===== config.mk =====
export PLATFORM = sky130hd
export DESIGN_NAME = aes_in_serializer
export DESIGN_NICKNAME = d
export VERILOG_FILES = /design/src/rtl/aes_in_serializer.sv
export SDC_FILE = /design/constraint.sdc
export NUM_CORES = 1
export LEC_CHECK = 0
export CAP_MARGIN = 5
export CORE_MARGIN = 3
export CORE_UTILIZATION = 30
export DETAILED_ROUTE_END_ITERATION = 8
export GPL_TIMING_DRIVEN = 0
export MAX_ROUTING_LAYER = met4
export PLACE_DENSITY = 0.53
export SLEW_MARGIN = 5
export SYNTH_ARGS = -nofsm -noshare
export SYNTH_HDL_FRONTEND = slang
export SYNTH_SLANG_ARGS = --single-unit

===== constraint.sdc =====
create_clock -name clock -period 11.2 [get_ports clock]
set_input_delay 1.68 -clock clock [delete_from_list [all_inputs] [get_ports clock]]
set_output_delay 1.68 -clock clock [all_outputs]
set_load 0.01 [all_outputs]

===== src/rtl/aes_in_serializer.sv =====
// Serializes one 128-bit key + plaintext pair into 16 byte-pair FIFO words, MSB first.
// Word 15 carries LAST_FLAG in [31:16] so the AES core knows the block is complete.
module aes_in_serializer #(
    parameter int          DATA_WIDTH = 32,
    parameter logic [15:0] LAST_FLAG  = 16'h1111
) (
    input  logic                  clock,
    input  logic                  reset,
    input  logic                  blk_valid,
    output logic                  blk_ready,
    input  logic [127:0]          blk_key,
    input  logic [127:0]          blk_data,
    input  logic                  fifo_full,
    output logic                  fifo_wr,
    output logic [DATA_WIDTH-1:0] fifo_dout,
    output logic                  busy,
    output logic [15:0]           blk_count
);

    typedef enum logic {
        IDLE,
        SEND
    } state_t;

    state_t        state;
    logic [3:0]    idx;
    logic [127:0]  key_sr;
    logic [127:0]  data_sr;
    logic [15:0]   count_q;
    logic          last_word;
    logic          accept;

    assign last_word = (idx == 4'd15);
    assign fifo_wr   = (state == SEND) && !fifo_full;
    // Ready on the final word lets the next block follow with no bubble.
    assign blk_ready = !reset && ((state == IDLE) || (last_word && !fifo_full));
    assign accept    = blk_valid && blk_ready;
    assign busy      = (state == SEND);
    assign blk_count = count_q;

    always_comb begin
        fifo_dout = '0;
        if (state == SEND) begin
            fifo_dout[7:0]  = data_sr[127:120];
            fifo_dout[15:8] = key_sr[127:120];
            if (last_word) begin
                fifo_dout[31:16] = LAST_FLAG;
            end
        end
    end

    always_ff @(posedge clock or posedge reset) begin
        if (reset) begin
            state   <= IDLE;
            idx     <= 4'd0;
            key_sr  <= '0;
            data_sr <= '0;
            count_q <= 16'd0;
        end else begin
            case (state)
                IDLE: begin
                    if (accept) begin
                        key_sr  <= blk_key;
                        data_sr <= blk_data;
                        idx     <= 4'd0;
                        state   <= SEND;
                    end
                end
                SEND: begin
                    if (!fifo_full) begin
                        if (last_word) begin
                            count_q <= count_q + 16'd1;
                            idx     <= 4'd0;
                            if (accept) begin
                                key_sr  <= blk_key;
                                data_sr <= blk_data;
                            end else begin
                                state <= IDLE;
                            end
                        end else begin
                            key_sr  <= {key_sr[119:0], 8'h00};
                            data_sr <= {data_sr[119:0], 8'h00};
                            idx     <= idx + 4'd1;
                        end
                    end
                end
                default: state <= IDLE;
            endcase
        end
    end

endmodule


==> Word-level counts from Yosys, hierarchy flattened <==
Cells that the tools add are included.
W data, S select, Z words.
{ "word_totals": {"regBits": 277, "input_bits": 260, "wordCells": 39, "output_inout_bits": 51} }
{ "op_classes": {"mux": 18, "addsub": 2, "n_bitwise": 2, "eq_ne": 3, "reduce_logical": 9} }
{ "op_table": {"columns": ["op", "count"], "rows": [
  ["$mux W128", 6],
  ["$pmux W128 S2", 2],
  ["$mux W32", 1],
  ["$add A16 B1 Y16 const B", 1],
  ["$mux W13", 1],
  ["$mux W4", 3],
  ["$pmux W4 S2", 1],
  ["$add A4 B1 Y4 const B", 1],
  ["$eq A4 B4 Y1 const B", 1],
  ["$logic_and A1 B1 Y1", 4],
  ["$ne A2 B2 Y1 const B", 2],
  ["$mux W1", 3],
  ["$reduce_and A3 Y1", 1],
  ["$logic_not A1 Y1", 2],
  ["$not A1 Y1", 2],
  ["$pmux W1 S2", 1],
  ["$reduce_and A2 Y1", 1],
  ["$logic_or A1 B1 Y1", 1]
]} }

==> Depth between registers and ports, before layout <==
Gate-level depths: netlist (run 1).
{ "depth": {"word_depth": 9, "mapped_depth": 8, "depth_no_buf": 5} }

==> Worst setup path before layout (run 1) <==
Ideal clock, no wire load.
{ "synth_path": {"path_type": "input to output", "start": "input port fifo_full", "end": "output port fifo_wr", "required_time_ns": 9.520, "path_buffers": 3, "stages": 5, "setup_slack_ns": 7.253, "t_arrival_ns": 2.267, "path_cell_list": "nand2b_1 buf_6 inv_4 buf_6 buf_6"} }
{ "synth_via": {"elab_chain_cells": 2} }
{ "synth_lines": {"columns": ["item", "line", "rtl"], "rows": [
  ["from (decl)", "13", "input logic fifo_full,"],
  ["$logic_not A1 Y1", null, null],
  ["$logic_and A1 B1 Y1", "34", "assign fifo_wr = (state == SEND) && !fifo_full;"],
  ["to (decl)", "14", "output logic fifo_wr,"]
]} }
No other way between the ends.

==> Worst setup path after layout (run 1) <==
Ends and elaborated chain as after synthesis.

==> results of run 1 <==
## report_power, final
part	switching [mW]	total, mW	internal [mW]
Clock	0.429	1.14	0.710
Sequential	0.189	1.50	1.32
Combinational	0.463	1.01	0.551
## critical path, cell delays in order
cell	delay [ns]
clkdlybuf4s50_1	0.48
nand2b_1	0.20
buf_6	0.16
inv_4	0.14
buf_6	0.18
buf_6	0.15
clkdlybuf4s50_1	0.55
## cell families (layout without fill, tap and decap cells)
family	after synthesis	after routing
compound gates	282	282
xor+xnor	16	16
fa+ha+maj	2	2
buf+inv	131	490
flops	277	277
mux	2	2
other cells	1	18
simple gates	304	304
## layout make-up
type	count	area (sq um)
Tap cell	532	666
Timing Repair Buffer	300	3040
Inverter	3	21.3
Sequential cell	277	6930
Clock buffer	53	1050
Multi-Input combinational cell	618	4780
Fill cell	3894	23500
Clock inverter	6	108
Buffer	128	795
Antenna cell	6	15.0
## final timing paths
| kind | startpoint | to | slack (ns) |
|---|---|---|---|
| worst max-delay path | fifo_full | fifo_wr | 5.97 |
| worst min-delay path | blk_count[15] | blk_count[15] | 0.49 |
| worst max register to register | idx[0] | key_sr[54] | 9.01 |
| worst min register to register | blk_count[15] | blk_count[15] | 0.49 |
| max in group asynchronous | reset | key_sr[2] | 8.59 |
| min in group asynchronous | reset | data_sr[7] | 1.71 |
## cells in the mapped netlist, types with 2 or more instances
cell type	n	area [sq um]
ha_1	2	25.0
and3_1	240	1500
inv_1	2	7.51
a221o_1	239	2390
nand2b_1	2	12.5
buf_2	47	235
o22ai_1	8	50.1
nor2_1	5	18.8
a21oi_1	11	55.1
clkbuf_1	39	146
nand2_1	17	63.8
nor2_2	2	12.5
xor2_1	6	52.6
buf_4	16	120
and2_1	18	113
xnor2_1	10	87.6
nand3_1	6	30.0
buf_6	26	293
nor4_4	2	42.5
nand4_1	3	18.8
mux2_2	2	22.5
a22o_1	8	70.1
dfrtp_1	277	6930
o21ai_0	11	55.1
## per-stage QoR
step                      utilization  TNS, ns
final                           0.425        0
after global routing            0.425        0
after CTS                       0.425        0
after detailed placement        0.397        0
after global placement          0.395  -600.47
after floorplan                     -        0
## metal layers
layer	wire [um]	track usage
met3	2310	0.0320
met1	19700	0.269
met5	0	-
met2	19300	0.287
met4	735	0.0547
## state kept, by name, summed over array words and instances, names as in the netlist
name	count
busy	1
data_sr	128
key_sr	128
idx	4
blk_count	16
==> flow_summary.yaml, run 1 <==
status:
  status: "finished clean"
power:
  total_power_mw: 3.66
  powerDensity_nw_per_um2: 210
  leakagePower_nw: 8.60
  vdd_drop_max_mv: 0.0736
logic_synthesis:
  synth_edf_count: 0
  ys.flop_type: "dfrtp_1"
  synth-compound-area-share: 0.213
  netlist_area_sq_um: 12500
  yosys.cell_types.count: 40
  avgSynthCellArea_sq_um: 12.3
  synth_top_family_by_area: "compound AO/OA/AOI/OAI gates"
  synth-simple-area-share: 0.151
  muxShareOfSynthArea: 0.00180
  synth_xor_area_frac: 0.0112
  ys_seq_area_frac: 0.555
  ys.warnings.count: 0
  synth_cells: 1015
  synth_seq_cells: 277
  async_flop_share: 1.00
  synth_fa_ha_area_frac: 0.00201
cts:
  postCtsSetupBuffers: 0
  clock_path_buffers: 3
  clk_pin_slew_ns: 0.06
  cts_max_level: 2
  clkLatencyLatePin_ns: 0.53
  cts_hold_buf: 0
  post_cts_resized: 0
  cts_buffers: 35
  tritoncts: "done"
  cts_root_buf: "clkbuf_16"
  clock-sinks: 277
layout:
  fin_area_sq_um: 17400
  final_common_cell: "clkdlybuf4s50_1"
  drive_gt1_frac: 0.111
  finalNonFillerCells: 1923
  nets: 1625
  syn_to_final_growth_pct: 39.4
  layout_common_cells: "298 x clkdlybuf4s50_1, 277 x dfrtp_1, 240 x and3_1"
timing:
  setup_viol: 0
  period_minus_slack_ns: 5.23
  rsz0062_at_grt: "false"
  hold_viol: 0
  whs_ns: 0.487
  skew_ns: 0.0170
  finalMaxSlewViolations: 0
  max_freq_mhz: 191
  fin_ws_ns: 5.97
  worstMarginPinSlew_ns: 0.817
  finalCritPeriodShare: 0.467
  max_slew_margin: 0.455
route:
  vias: 10200
  dr.pass1.iters: 5
  drtIter0Drc: 637
  wl_per_cell_um: 21.9
  drc: 0
  vias_per_cell: 5.28
  ant_nets: 0
  wirelength_um: 42000
global_routing:
  antenna_found_initial: 7
  grt_max_degree: 103
  overflow: 0
  grt_pass1_wl_um: 64100
  first_global_vias: 10600
  grt_usage: 0.191
critical_path:
  path_max_fanout: 10
  cp.required_ns: 9.52
  crit_type: "primary input to output pin"
  cp.arrival_ns: 3.55
  start_kind: "primary input"
  worstSetupEndpointType: "output pin"
  rr_worst_depth: 6
floorplanning:
  rows: 74
  dieArea_sq_um: 44100
  die_w_um: 210
  core_area_sq_um: 40900
  start_util: 0.305
  die_h_um: 210
  ios: 311
placement:
  placed_area_sq_um: 16200
  placed_cells: 1858
  io_buffers: 298
  place.detailed.hpwl_um: 29900
  gp_congestion: 0.832
  pre_cts_slack_ns: 5.96
min_path:
  holdPathStages: 1
  min_path_type: "flip-flop to flip-flop"
job:
  maxCapViolations: 0
Note: power is estimated with default switching activity, not from simulation.
==> run 2, diff against run 1 <==
--- a/config.mk
+++ b/config.mk
@@ -11,7 +11,7 @@
 export DETAILED_ROUTE_END_ITERATION = 8
 export GPL_TIMING_DRIVEN = 0
 export MAX_ROUTING_LAYER = met4
-export PLACE_DENSITY = 0.53
+export PLACE_DENSITY = 0.55
 export SLEW_MARGIN = 5
 export SYNTH_ARGS = -nofsm -noshare
 export SYNTH_HDL_FRONTEND = slang
==> constraint.sdc (replaced) <==
create_clock -name clock -period 4.4 [get_ports clock]
set_input_delay 0.66 -clock clock [delete_from_list [all_inputs] [get_ports clock]]
set_output_delay 0.66 -clock clock [all_outputs]
set_load 0.01 [all_outputs]
==> run 2 against run 1 <==
Compared with the run above: power rose to 2.5 times the previous value; highest routed layer unchanged; sequential power rose to 2.6 times the previous value; core utilization up 0.13 points; first-iteration DRC count up 4.2%; via count up 0.85%.
==> flow_summary.yaml, run 2 (synthesis gave the netlist of run 1 again) <==
critical_path:
  rr_startpoint: "idx[0]"
  start_kind: "primary input"
  reg2reg_setup_slack_ns: 2.25
  path_max_fanout: 10
  rr_worst_depth: 6
  timing.rr.end: "key_sr[64]"
  crit_type: "primary input to output pin"
  worstSetupEndpointType: "output pin"
  cp.arrival_ns: 2.52
  cp.required_ns: 3.74
layout:
  fin_area_sq_um: 17500
  nets: 1631
  layout_common_cells: "298 x clkdlybuf4s50_1, 277 x dfrtp_1, 240 x and3_1"
  final_common_cell: "clkdlybuf4s50_1"
  syn_to_final_growth_pct: 39.8
  drive_gt1_frac: 0.117
power:
  p_sw_mw: 2.76
  vdd_drop_max_mv: 0.216
  total_power_mw: 9.20
  swShare: 0.300
  clkPwrFrac: 0.302
  pwr-share-seq: 0.416
  comb_power_share: 0.282
  leakagePower_nw: 8.63
  powerDensity_nw_per_um2: 527
  p_int_mw: 6.44
timing:
  rsz0062_at_grt: "false"
  hold_viol: 0
  worstMarginPinSlew_ns: 0.731
  max_slew_margin: 0.512
  finalMaxSlewViolations: 0
  period_minus_slack_ns: 3.18
  max_freq_mhz: 315
  setup_viol: 0
  fin_ws_ns: 1.22
  finalCritPeriodShare: 0.722
  skew_ns: 0.0154
  whs_ns: 0.482
placement:
  io_buffers: 298
  placed_area_sq_um: 16300
  gp_congestion: 0.835
  pre_cts_slack_ns: 1.21
  place.detailed.hpwl_um: 30500
cts:
  cts_max_level: 2
  cts_buffers: 35
  cts_root_buf: "clkbuf_16"
  cts_hold_buf: 0
  clk_pin_slew_ns: 0.05
  clock-sinks: 277
  postCtsSetupBuffers: 0
  clock_path_buffers: 3
  tritoncts: "done"
  clkLatencyLatePin_ns: 0.53
  post_cts_resized: 0
route:
  ant_nets: 0
  wl_per_cell_um: 21.7
  wirelength_um: 41900
  drc: 0
  vias_per_cell: 5.31
  dr.pass1.iters: 5
  drtIter0Drc: 664
  vias: 10200
floorplanning:
  start_util: 0.305
  ios: 311
  rows: 74
  die_w_um: 210
  core_area_sq_um: 40900
  dieArea_sq_um: 44100
  die_h_um: 210
global_routing:
  antenna_found_initial: 9
  grt_max_degree: 40
  overflow: 0
  grt_usage: 0.192
  first_global_vias: 10400
  grt_pass1_wl_um: 64000
min_path:
  hold_start: "blk_count[15]"
  holdPathStages: 1
  min_to: "blk_count[15]"
  min_path_type: "flip-flop to flip-flop"
job:
  maxCapViolations: 0
status:
  status: "finished clean"
==> run 2: cell types whose count changed in the layout (fill, tap and decap cells not counted), moves of 2 or more <==
cell,previous run,this run
clkbuf_16,37,35
diode_2,6,8
bufinv_16,3,1
buf_16,2,0
clkinv_2,2,4
buf_12,0,8
clkbuf_1,49,46
clkbuf_8,6,10
==> run 2: layer usage <==
layer / vias to the layer above / global-route usage / routed length, um
met3: 49 / 0.0403 / 2430
met4: 0 / 0.0467 / 745
met2: 311 / 0.281 / 19100
met1: 5135 / 0.273 / 19600
li1: 4747 / - / -
met5: - / - / 0
==> run 2: critical path, cell delays in order <==
cell	delay [ns]
clkdlybuf4s50_1	0.48
nand2b_1	0.19
buf_6	0.15
inv_4	0.14
buf_6	0.19
buf_6	0.16
clkdlybuf4s50_1	0.54
==> run 2: power groups by stage <==
| stage | sequential, mW | clock [mW] | combinational, mW |
|---|---|---|---|
| 5_1_grt | 3.91 | 2.97 | 2.85 |
| 2_1_floorplan | 3.67 | 0 | 1.72 |
| 4_1_cts | 3.82 | 2.86 | 2.62 |
| 3_3_place_gp | 3.85 | 0 | 2.54 |
| 6_report | 3.83 | 2.78 | 2.59 |
| 3_5_place_dp | 3.84 | 0 | 2.59 |
==> run 2: worst max path at each step <==
stage          slack (ns)       from           end
3_3_place_gp        -2.23      reset    key_sr[12]
4_1_cts              1.20  fifo_full       fifo_wr
3_5_place_dp         1.21  fifo_full       fifo_wr
6_report             1.22  fifo_full       fifo_wr
5_1_grt              1.12  fifo_full       fifo_wr
2_1_floorplan        0.07      reset  blk_count[0]
==> run 2: cell type report <==
type                       instances  area [sq um]
fill                            3872         23500
sequential                       277          6930
multi-input combinational        618          4780
timing repair buffer             306          3140
clock buffer                      52          1040
buffer                           128           795
tap                              532           666
clock inverter                     6          58.8
antenna                            8          20.0
inverter                           3          17.5
==> run 2: metrics by stage <==
step | util | std cells | TNS (ns)
global route | 0.426 | 1930 | 0
global placement | 0.395 | 1856 | -612.48
finish | 0.426 | 1930 | 0
CTS | 0.426 | 1922 | 0
floorplan | - | 1026 | 0
detailed placement | 0.399 | 1864 | 0
==> run 3, diff against run 2 <==
--- a/config.mk
+++ b/config.mk
@@ -11,7 +11,7 @@
 export DETAILED_ROUTE_END_ITERATION = 8
 export GPL_TIMING_DRIVEN = 0
 export MAX_ROUTING_LAYER = met4
-export PLACE_DENSITY = 0.55
+export PLACE_DENSITY = 0.53
 export SLEW_MARGIN = 5
 export SYNTH_ARGS = -nofsm -noshare
 export SYNTH_HDL_FRONTEND = slang
==> constraint.sdc (replaced) <==
create_clock -name clock -period 3.1 [get_ports clock]
set_input_delay 0.465 -clock clock [delete_from_list [all_inputs] [get_ports clock]]
set_output_delay 0.465 -clock clock [all_outputs]
set_load 0.01 [all_outputs]
==> run 3 against run 2 <==
Compared with the run above: via count decreased by 0.77%; non-clock buffer count unchanged; sequential power increased by 42%; largest power group unchanged; cell area increased by 0.40%; critical path depth decreased by 3; routed wire length increased by 0.12%; clock skew increased by 0.0012 ns; sequential share of layout area decreased by 0.16 points; register-to-register slack got worse by 1.3 ns; combinational power increased by 42%; core utilization increased by 0.17 points.
==> flow_summary.yaml, run 3 (synthesis gave the netlist of run 1 again) <==
global_routing:
  grt_usage: 0.190
  grt_max_degree: 40
  grt_pass1_wl_um: 63700
  antenna_found_initial: 8
  first_global_vias: 10600
  overflow: 0
timing:
  rsz0062_at_grt: "false"
  finalMaxSlewViolations: 0
  period_minus_slack_ns: 2.82
  hold_viol: 0
  max_slew_margin: 0.464
  finalCritPeriodShare: 0.909
  worstMarginPinSlew_ns: 0.804
  setup_viol: 0
  max_freq_mhz: 355
  skew_ns: 0.0167
power:
  comb_power_share: 0.278
  p_int_mw: 9.29
  p_sw_mw: 3.95
  leakagePower_nw: 8.66
  vdd_drop_max_mv: 0.313
  swShare: 0.299
  clkPwrFrac: 0.312
  pwr-share-seq: 0.410
  powerDensity_nw_per_um2: 756
layout:
  final_util: 0.428
  syn_to_final_growth_pct: 40.4
  final_common_cell: "clkdlybuf4s50_1"
  finalNonFillerCells: 1935
  fillers: 3880
  multi_input_area_sq_um: 4780
  fin_area_sq_um: 17500
  nets: 1632
  layout_common_cells: "298 x clkdlybuf4s50_1, 277 x dfrtp_1, 240 x and3_1"
  seq_area_sq_um: 6930
  drive_gt1_frac: 0.120
route:
  ant_nets: 0
  dr.pass1.iters: 5
  vias: 10200
  vias_per_cell: 5.25
  drtIter0Drc: 605
  drc: 0
  wirelength_um: 42000
  wl_per_cell_um: 21.7
floorplanning:
  die_h_um: 210
  core_area_sq_um: 40900
  dieArea_sq_um: 44100
  start_util: 0.305
  die_w_um: 210
  rows: 74
  ios: 311
cts:
  post_cts_resized: 0
  cts_hold_buf: 0
  clk_pin_slew_ns: 0.06
  clock_path_buffers: 3
  cts_max_level: 2
  cts_buffers: 36
  clkLatencyLatePin_ns: 0.53
  clock-sinks: 277
  cts_root_buf: "clkbuf_16"
  tritoncts: "done"
  postCtsSetupBuffers: 0
critical_path:
  cp_cell_sequence: "clkbuf_1 -> and2_1 -> buf_4 -> clkdlybuf4s50_1"
  crit_family: "buffers and inverters"
  crit_type: "flip-flop to output pin"
  worstSetupEndpointType: "output pin"
  path_max_fanout: 10
  worst-path-buf-inv: 3
  critical-path-max-stage-delay_ns: 0.52
  start_kind: "flip-flop"
  cp.required_ns: 2.63
  cp.arrival_ns: 2.35
  cp_slowest_cell: "clkdlybuf4s50_1"
status:
  status: "finished clean"
placement:
  placed_cells: 1864
  place.detailed.hpwl_um: 30500
  io_buffers: 298
  gp_congestion: 0.837
  placed_area_sq_um: 16300
min_path:
  min_path_type: "primary input to asynchronous set/reset pin"
job:
  maxCapViolations: 0
run 3: worst paths after layout:
check | depth (start not counted) | end | slack [ns] | from
max | 4 | fifo_dout[20] | 0.28 | busy
min | 2 | data_sr[7] | 0.34 | reset
max reg2reg | 6 | key_sr[112] | 0.92 | idx[0]
min reg2reg | 1 | blk_count[15] | 0.48 | blk_count[15]
max in group asynchronous | 5 | key_sr[33] | 1.74 | reset
min in group clock | 1 | blk_count[15] | 0.48 | blk_count[15]
run 3: metrics by stage:
stage	power, mW	setup slack (ns)	TNS (ns)	hold WS [ns]
detailed placement	9.13	0.309	0	0.463
finish	13.2	0.283	0	0.344
global placement	9.09	-3.42	-940.41	0.462
floorplan	7.65	-1.03	-285.41	0.458
CTS	13.4	0.186	0	0.309
global route	14.0	0.132	0	0.352
run 3: final cells by class:
cell class                      count  share of cell area
Clock buffer                       48              0.0575
Tap cell                          532              0.0380
Timing Repair Buffer              306               0.179
Clock inverter                     16             0.00936
Antenna cell                        7             0.00100
Multi-Input combinational cell    618               0.273
Sequential cell                   277               0.396
Inverter                            3             0.00100
Buffer                            128              0.0453
run 3: power by group through the flow:
stage                     clock network (mW)  logic, mW  registers [mW]
after detailed placement                   0       3.68            5.46
after global placement                     0       3.62            5.47
after global routing                    4.41       4.04            5.56
after CTS                               4.28       3.71            5.42
final                                   4.13       3.67            5.43
after floorplan                            0       2.44            5.21
run 3: per-layer routing:
metal	routed length [um]	track usage
met1	19600	0.263
met2	19300	0.287
met3	2100	0.0342
met4	901	0.0600
met5	0	-
